**src/rtl/and1_or1_xor1_if.sv**
```systemverilog
// rtl/and1_or1_xor1_if.sv - operand/result bundle for and1_or1_xor1; parity member present only with AND1_OR1_XOR1_PARITY_EN
interface and1_or1_xor1_if #(
    parameter int WIDTH = 8
);
    logic             in_valid;
    logic [1:0]       sel;
    logic [WIDTH-1:0] a;
    logic [WIDTH-1:0] b;
    logic [WIDTH-1:0] c;
    logic             out_valid;
    logic [WIDTH-1:0] y;
    logic             cout;
`ifdef AND1_OR1_XOR1_PARITY_EN
    logic             parity;

    modport master (
        output in_valid, sel, a, b, c,
        input  out_valid, y, cout, parity
    );

    modport slave (
        input  in_valid, sel, a, b, c,
        output out_valid, y, cout, parity
    );
`else
    modport master (
        output in_valid, sel, a, b, c,
        input  out_valid, y, cout
    );

    modport slave (
        input  in_valid, sel, a, b, c,
        output out_valid, y, cout
    );
`endif
endinterface

```
**src/rtl/and1_or1_xor1.sv**
```systemverilog
// rtl/and1_or1_xor1.sv - registered AND/OR3/XOR3/ripple-ADD unit, one-cycle latency; optional parity output via AND1_OR1_XOR1_PARITY_EN
module and1_or1_xor1 #(
    parameter int WIDTH = 8
) (
    input logic             clk,
    input logic             rst_n,
    and1_or1_xor1_if.slave  bus
);

    localparam logic [1:0] SEL_AND = 2'b00;
    localparam logic [1:0] SEL_OR  = 2'b01;
    localparam logic [1:0] SEL_XOR = 2'b10;

    function automatic logic and1(input logic p, input logic q);
        return p & q;
    endfunction

    function automatic logic or1(input logic p, input logic q, input logic r);
        return p | q | r;
    endfunction

    function automatic logic xor1(input logic p, input logic q, input logic r);
        return p ^ q ^ r;
    endfunction

    logic [WIDTH-1:0] and_res;
    logic [WIDTH-1:0] or_res;
    logic [WIDTH-1:0] xor_res;
    logic [WIDTH-1:0] sum_res;
    logic             carry;
    logic [WIDTH-1:0] y_next;
    logic             cout_next;

    logic [WIDTH-1:0] y_q;
    logic             cout_q;
    logic             out_valid_q;

    // Every function, including the adder, is composed bit-by-bit from the three cells.
    always_comb begin
        and_res = '0;
        or_res  = '0;
        xor_res = '0;
        sum_res = '0;
        carry   = bus.c[0];
        for (int i = 0; i < WIDTH; i++) begin
            and_res[i] = and1(bus.a[i], bus.b[i]);
            or_res[i]  = or1(bus.a[i], bus.b[i], bus.c[i]);
            xor_res[i] = xor1(bus.a[i], bus.b[i], bus.c[i]);
            sum_res[i] = xor1(bus.a[i], bus.b[i], carry);
            carry      = or1(and1(bus.a[i], bus.b[i]),
                             and1(bus.a[i], carry),
                             and1(bus.b[i], carry));
        end
    end

    always_comb begin
        y_next    = sum_res;
        cout_next = 1'b0;
        case (bus.sel)
            SEL_AND: y_next = and_res;
            SEL_OR:  y_next = or_res;
            SEL_XOR: y_next = xor_res;
            default: begin
                y_next    = sum_res;
                cout_next = carry;
            end
        endcase
    end

    // Results update only on valid; otherwise y/cout hold and out_valid drops.
    always_ff @(posedge clk or negedge rst_n) begin
        if (!rst_n) begin
            y_q         <= '0;
            cout_q      <= 1'b0;
            out_valid_q <= 1'b0;
        end else begin
            out_valid_q <= bus.in_valid;
            if (bus.in_valid) begin
                y_q    <= y_next;
                cout_q <= cout_next;
            end
        end
    end

    assign bus.y         = y_q;
    assign bus.cout      = cout_q;
    assign bus.out_valid = out_valid_q;

`ifdef AND1_OR1_XOR1_PARITY_EN
    // Derived from the y register, so it shares y's timing and reset value.
    assign bus.parity = ^y_q;
`endif

endmodule

```
**src/flat_wrapper.sv**
```systemverilog
// flat-port wrapper written by rule: the top's interface ports become plain ports
module and1_or1_xor1_flat 
#(
    parameter int WIDTH = 8
)
  (clk, rst_n, bus_in_valid, bus_sel, bus_a, bus_b, bus_c, bus_out_valid, bus_y, bus_cout);
  and1_or1_xor1_if #(.WIDTH(WIDTH)) bus_i ();
  input logic clk;
  input logic rst_n;
  input wire logic [$bits(bus_i.in_valid)-1:0] bus_in_valid;
  input wire logic [$bits(bus_i.sel)-1:0] bus_sel;
  input wire logic [$bits(bus_i.a)-1:0] bus_a;
  input wire logic [$bits(bus_i.b)-1:0] bus_b;
  input wire logic [$bits(bus_i.c)-1:0] bus_c;
  output wire logic [$bits(bus_i.out_valid)-1:0] bus_out_valid;
  output wire logic [$bits(bus_i.y)-1:0] bus_y;
  output wire logic [$bits(bus_i.cout)-1:0] bus_cout;
  assign bus_i.in_valid = bus_in_valid;
  assign bus_i.sel = bus_sel;
  assign bus_i.a = bus_a;
  assign bus_i.b = bus_b;
  assign bus_i.c = bus_c;
  assign bus_out_valid = bus_i.out_valid;
  assign bus_y = bus_i.y;
  assign bus_cout = bus_i.cout;
  and1_or1_xor1 #(.WIDTH(WIDTH)) u_core (.clk(clk), .rst_n(rst_n), .bus(bus_i));
endmodule
```
**config.mk**
```make
export PLATFORM = sky130hd
export DESIGN_NAME = and1_or1_xor1_flat
export DESIGN_NICKNAME = d
export VERILOG_FILES = /design/src/rtl/and1_or1_xor1_if.sv /design/src/rtl/and1_or1_xor1.sv /design/src/flat_wrapper.sv
export SDC_FILE = /design/constraint.sdc
export NUM_CORES = 1
export LEC_CHECK = 0
export ABC_AREA = 1
export CORE_ASPECT_RATIO = 1.4
export CORE_MARGIN = 4
export CORE_UTILIZATION = 49
export DETAILED_ROUTE_END_ITERATION = 10
export GPL_ROUTABILITY_DRIVEN = 0
export PLACE_DENSITY = 0.85
export SYNTH_ARGS = -nofsm -noshare
export SYNTH_HDL_FRONTEND = slang
export SYNTH_SLANG_ARGS = --single-unit
```
**constraint.sdc**
```tcl
create_clock -name clk -period 1.82 [get_ports clk]
set_input_delay 0.182 -clock clk [delete_from_list [all_inputs] [get_ports clk]]
set_output_delay 0.182 -clock clk [all_outputs]
set_load 0.05 [all_outputs]
```
==> results_dict.tcl, run 1 <==
set metrics [dict create \
    yosys_warnings 0 \
    synth_nets 212 \
    cts.sinks 10 \
    root_buffer "clkbuf_4" \
    maxCapViolCount 0 \
    fin_crit_sh_pct 94.1 \
    synth_flop_cell "dfrtp_1" \
    start_kind "input pin" \
    power_density_nw_per_um2 541 \
    port-buffer-count 38 \
    hold_viol_final 0 \
    synth.cell_area_um2 1140 \
    cts_tree "built" \
    layout_min_cycle_time_ps 1710 \
    fp.dieArea_um2 3180 \
    worst_pin_slew_ps 500 \
    n_antenna_cell 0 \
    yosys.area.top_type "dfrtp_1" \
    routed_via_density 5.10 \
    ctsHoldBuffers 0 \
    clockPowerShare_pct 17.9 \
    fmax_mhz 584 \
    cts_made_buffers 3 \
    required_ps 2020 \
    netlist_top_cells_area "dfrtp_1, ha_1, inv_1" \
    p_sw_uw 357 \
    rows 20 \
    ys_types 25 \
    grt_first_pass_wirelength_um 4540 \
    wl_per_cell_um 12.1 \
    vias 1193 \
    synthTopCellsByCount "inv_1, nand2_1, ha_1, nor2_1, a21oi_1" \
    synth_edf_count 0 \
    power_frac_seq_pct 30.6 \
    avgSynthCellArea_um2 6.88 \
    core-area_um2 2200 \
    internal_power_uw 514 \
    grt_pass1_vias 1147 \
    critical_path_class "input pin to flop" \
    die_width_um 48.8 \
    cp.arrival_ps 1920 \
    grt_max_degree 12 \
    relSlewSlack_pct 66.6 \
    finalSetupViolations 0 \
    wl_um 2840 \
    syn_inst 166 \
    pre_cts_ws_ps -506 \
    drcViolationCount 0 \
    start_util_pct 51.9 \
    antenna_found_initial 0 \
    critPathCaptureType "flop" \
    power_uw 870 \
    rsz0062_at_grt "false" \
    status "finished, final reports clean" \
    cts-htree-levels 1 \
    post_cts_buffers 0 \
    min_path_type "input pin to async pin" \
    hold_ws_ps 238 \
    antenna_left 0 \
    ir_drop_uv 302 \
    path_clk_slew_ps 70 \
    ctsLongestPathBuffers 2 \
    insertion_delay_ps 270 \
    drv_slew 0 \
    grt_usage_pct 17.7 \
    switching_share_pct 41.0 \
    synth_most_common_cell "inv_1" \
    gr-total-overflow 0 \
    fin_cells 234 \
    yosysTopAreaCellShare_pct 21.9 \
    finalWorstSetupSlack_ps 107 \
    path_max_fanout 2 \
    ys_ff_latch 10 \
    async_reset_ff_share_pct 100 \
    skew_ps 0 \
    die_y_um 65.1 \
    r2r_cells 2 \
    drive_gt1_share_pct 17.9 \
    ios 39 \
    ys_seq_area_share_pct 21.9 \
    fin_nets 260 \
    area_growth_pct 40.9 \
    dp_hpwl_um 2430 \
    initialDrtViolationCount 12 \
    drt_pass1_iterations 4 \
    total_leakage_power_nw 0.849 \
    final_util_pct 73.1 \
    placed_cells 231 \
    p_comb_share_pct 51.5 \
]
## area by class of cell
| type | instances | area [um2] |
|---|---|---|
| clock buffer | 3 | 22.5 |
| timing repair buffer | 45 | 425 |
| inverter | 44 | 165 |
| multi-input combinational | 110 | 718 |
| tap | 22 | 27.5 |
| fill | 169 | 593 |
| sequential | 10 | 250 |
## layout by cell type, fill, tap and decap left out, drive strengths merged, types with 2 or more instances in the layout
| cell type | instances |
|---|---|
| a21oi | 13 |
| a31oi | 5 |
| buf | 7 |
| clkbuf | 4 |
| clkdlybuf4s50 | 35 |
| dfrtp | 10 |
| dlygate4sd2 | 2 |
| ha | 16 |
| inv | 44 |
| nand2 | 30 |
| nand3 | 10 |
| nor2 | 13 |
| o21ai | 11 |
| or2 | 5 |
## sequential cells by signal, indices dropped and copies added, names as in the netlist
register and cells:
u_core.bus.cout 1, u_core.bus.out_valid 1, u_core.bus.y 8
## critical path, stage by stage
cell	delay, ps
dlygate4sd2_1	240
inv_2	60
fa_2	340
inv_2	70
nand2_1	60
nand3_2	60
nand2_1	50
nand2_1	60
nand2_1	60
nand2_2	80
nand2_2	60
nand2_2	50
nand2_2	60
nand2_1	70
nand2_2	60
nand3_2	70
nand2_1	50
nand2_1	70
nand3_2	60
a21oi_2	110
## kinds of logic (layout without fill, tap and decap cells)
kind of cell,after synthesis,in the layout,share of synthesized area (%)
buffers and inverters,46,92,15.4
adder cells (fa/ha/maj),17,17,19.3
flip-flops,10,10,21.9
AND/OR/NAND/NOR,59,59,25.8
XOR/XNOR,1,1,0.767
AO/OA/AOI/OAI,33,33,16.8
## worst paths after layout
path,start,to,slack (ps)
max,bus_a[0],u_core.bus.y[7]$_DFFE_PN0P_,110
min,rst_n,u_core.bus.cout$_DFFE_PN0P_,240
max reg2reg,u_core.bus.y[0]$_DFFE_PN0P_,u_core.bus.y[0]$_DFFE_PN0P_,1140
min reg2reg,u_core.bus.cout$_DFFE_PN0P_,u_core.bus.cout$_DFFE_PN0P_,490
max in group asynchronous,rst_n,u_core.bus.y[2]$_DFFE_PN0P_,1250
min in group clk,bus_b[0],u_core.bus.y[0]$_DFFE_PN0P_,440
## timing repair
action,4_1_cts,5_1_grt
endpoints found under the setup margin,5,3
gates resized for setup,7,3
endpoints found under the hold margin,0,0
pin swaps,3,0
## routing by layer
layer	vias to the layer above	GRT usage (%)	part of all wire [%]
met1	550	18.1	38
met4	0	4.38	0.46
met3	4	3.17	5.5
li1	611	-	-
met2	28	35.6	56
met5	-	0	0
## per-stage QoR
stage	area [um2]	TNS, ps
CTS	1610	0
floorplan	1140	0
global route	1610	0
finish	1610	0
detailed placement	1590	-2480
global placement	1590	-2000
## power by group through the flow
stage,clock (mW),combinational [mW],sequential (mW)
6_report,0.156,0.449,0.266
3_5_place_dp,0,0.450,0.270
3_3_place_gp,0,0.435,0.268
5_1_grt,0.172,0.486,0.269
4_1_cts,0.157,0.452,0.266
2_1_floorplan,0,0.172,0.367
(Power assumes the default switching activity.)
==> run 2, diff against run 1 <==
--- a/config.mk
+++ b/config.mk
@@ -6,8 +6,7 @@
 export NUM_CORES = 1
 export LEC_CHECK = 0
 export ABC_AREA = 1
-export CORE_ASPECT_RATIO = 1.4
-export CORE_MARGIN = 4
+export ABC_CLOCK_PERIOD_IN_PS = 1820
 export CORE_UTILIZATION = 49
 export DETAILED_ROUTE_END_ITERATION = 10
 export GPL_ROUTABILITY_DRIVEN = 0
==> run 2 against run 1 <==
Register-to-register slack got worse by 20 ps. Highest routed layer unchanged. Sequential power barely moved. Count of clock-buffer cells in the layout rose by 1.
==> results_dict.tcl, run 2 (synthesis gave the netlist of run 1 again) <==
set metrics [dict create \
    slowest_stage "fa_2" \
    dp_hpwl_um 2400 \
    ir_drop_uv 612 \
    largest_reg_flops 8 \
    critical_path_class "input pin to flop" \
    required_ps 2030 \
    maxCapViolCount 0 \
    skew_ps 0 \
    rows 17 \
    fp.dieArea_um2 2530 \
    clockPowerShare_pct 22.2 \
    root_buffer "clkbuf_4" \
    path_max_fanout 2 \
    worst_pin_slew_ps 515 \
    drt_pass1_iterations 4 \
    grt_first_pass_wirelength_um 4950 \
    hold_viol_final 0 \
    layout_common_cells "inv_1, clkdlybuf4s50_1, nand2_1" \
    internal_power_uw 568 \
    critPathMostFrequentCell "nand2_2" \
    cts_made_buffers 3 \
    start_kind "input pin" \
    drv_slew 0 \
    cpLargestDelayFamily "simple AND/OR/NAND/NOR gates" \
    layout_min_cycle_time_ps 1690 \
    final_common_cell "inv_1" \
    vias 1265 \
    power_density_nw_per_um2 566 \
    port-buffer-count 38 \
    total_leakage_power_nw 0.896 \
    rsz0062_at_grt "false" \
    cts_tree "built" \
    grt_pass1_vias 1254 \
    placed_cells 240 \
    fin_nets 264 \
    multi_input_area_um2 738 \
    n_antenna_cell 0 \
    die_y_um 50.3 \
    drive_gt1_share_pct 23.0 \
    power_frac_seq_pct 27.9 \
    insertion_delay_ps 280 \
    ctsHoldBuffers 0 \
    cp_cell_sequence "dlygate4sd2_1 -> inv_2 -> fa_2 -> inv_2 -> nand2_2 -> nand3_2 -> nand2_1 -> nand2_1 -> nand2_1 -> nand2_2 -> nand2_2 -> nand2_2 -> nand2_2 -> nand2_2 -> nand2_2 -> nand3_2 -> nand2_1 -> nand2_1 -> nand3_2 -> a21oi_2" \
    core-area_um2 2210 \
    timing.critical_path.buf_inv 3 \
    grt_max_degree 11 \
    seqCellArea_um2 250 \
    initialDrtViolationCount 35 \
    ios 39 \
    critPathCaptureType "flop" \
    finalSetupViolations 0 \
    cts.sinks 10 \
    status "finished, final reports clean" \
    antenna_found_initial 0 \
    nFillCells 172 \
    area_growth_pct 47.2 \
    relSlewSlack_pct 65.5 \
    switching_share_pct 40.2 \
    cp.arrival_ps 1900 \
    start_util_pct 51.6 \
    antenna_left 0 \
    path_clk_slew_ps 80 \
    cpPeakStageDelay_ps 340 \
    min_path_type "input pin to async pin" \
    power_uw 951 \
    fmax_mhz 592 \
    wl_per_cell_um 12.7 \
    die_width_um 50.3 \
    routed_via_density 5.16 \
    drcViolationCount 0 \
    gr-total-overflow 0 \
    cts-htree-levels 1 \
    ctsLongestPathBuffers 2 \
    wl_um 3100 \
    grt_usage_pct 26.2 \
    fin_cells 245 \
    fin_crit_sh_pct 92.8 \
    p_comb_share_pct 49.9 \
    p_sw_uw 383 \
]
==> run 2: through the flow <==
stage | util [%] | setup slack (ps) | setup TNS (ps) | area [um2] | hold slack (ps)
after floorplan | - | 112 | 0 | 1140 | -114
after global placement | 73.3 | -430 | -1990 | 1620 | 467
after detailed placement | 73.3 | -554 | -2790 | 1620 | 468
after CTS | 75.3 | 35.8 | 0 | 1670 | 251
after global routing | 76.0 | 7.56 | 0 | 1680 | 268
final | 76.0 | 131 | 0 | 1680 | 240
==> run 2: worst paths after layout <==
path                       cells past startpoint  slack (ps)                   startpoint                           to
setup / recovery                              20         130                     bus_c[0]  u_core.bus.y[7]$_DFFE_PN0P_
hold / removal                                 1         240                        rst_n  u_core.bus.y[0]$_DFFE_PN0P_
setup reg to reg                               2        1120  u_core.bus.y[0]$_DFFE_PN0P_  u_core.bus.y[0]$_DFFE_PN0P_
max in group asynchronous                      1        1220                        rst_n  u_core.bus.y[3]$_DFFE_PN0P_
hold reg to reg                                2         490  u_core.bus.cout$_DFFE_PN0P_  u_core.bus.cout$_DFFE_PN0P_
min in group clk                               6         450                     bus_a[0]  u_core.bus.y[0]$_DFFE_PN0P_
==> run 2: cell type report <==
cell class / count / share of cell area [%]
inverter: 44 / 9.82
sequential: 10 / 14.9
clock buffer: 4 / 2.16
multi-input combinational: 110 / 43.9
timing repair buffer: 49 / 27.2
tap: 28 / 2.08
==> run 2: power by group through the flow <==
| stage | registers [mW] | clock network [mW] | logic (mW) |
|---|---|---|---|
| after floorplan | 0.367 | 0 | 0.172 |
| after global placement | 0.269 | 0 | 0.440 |
| after detailed placement | 0.270 | 0 | 0.457 |
| after CTS | 0.266 | 0.211 | 0.464 |
| after global routing | 0.268 | 0.224 | 0.512 |
| final | 0.265 | 0.211 | 0.475 |
==> run 2: what timing repair did <==
item,4_1_cts,5_1_grt
endpoints found under the setup margin,5,3
setup buffers,1,0
resized for setup,9,13
pin swaps,2,5
gates cloned,0,0
==> run 2: layer usage <==
layer | track usage, % | vias to the layer above | wire (um)
li1 | - | 618 | -
met5 | 0 | - | 0
met1 | 25.1 | 577 | 1150
met4 | 11.4 | 0 | 129
met3 | 6.36 | 12 | 206
met2 | 51.3 | 58 | 1620
==> run 2: worst register-to-register path: cells and delay by family, from the launching register on <==
family,cells,cell delay (ps)
buffers and inverters,1,60
AOI/OAI and AO/OA,1,150
DFF,1,390
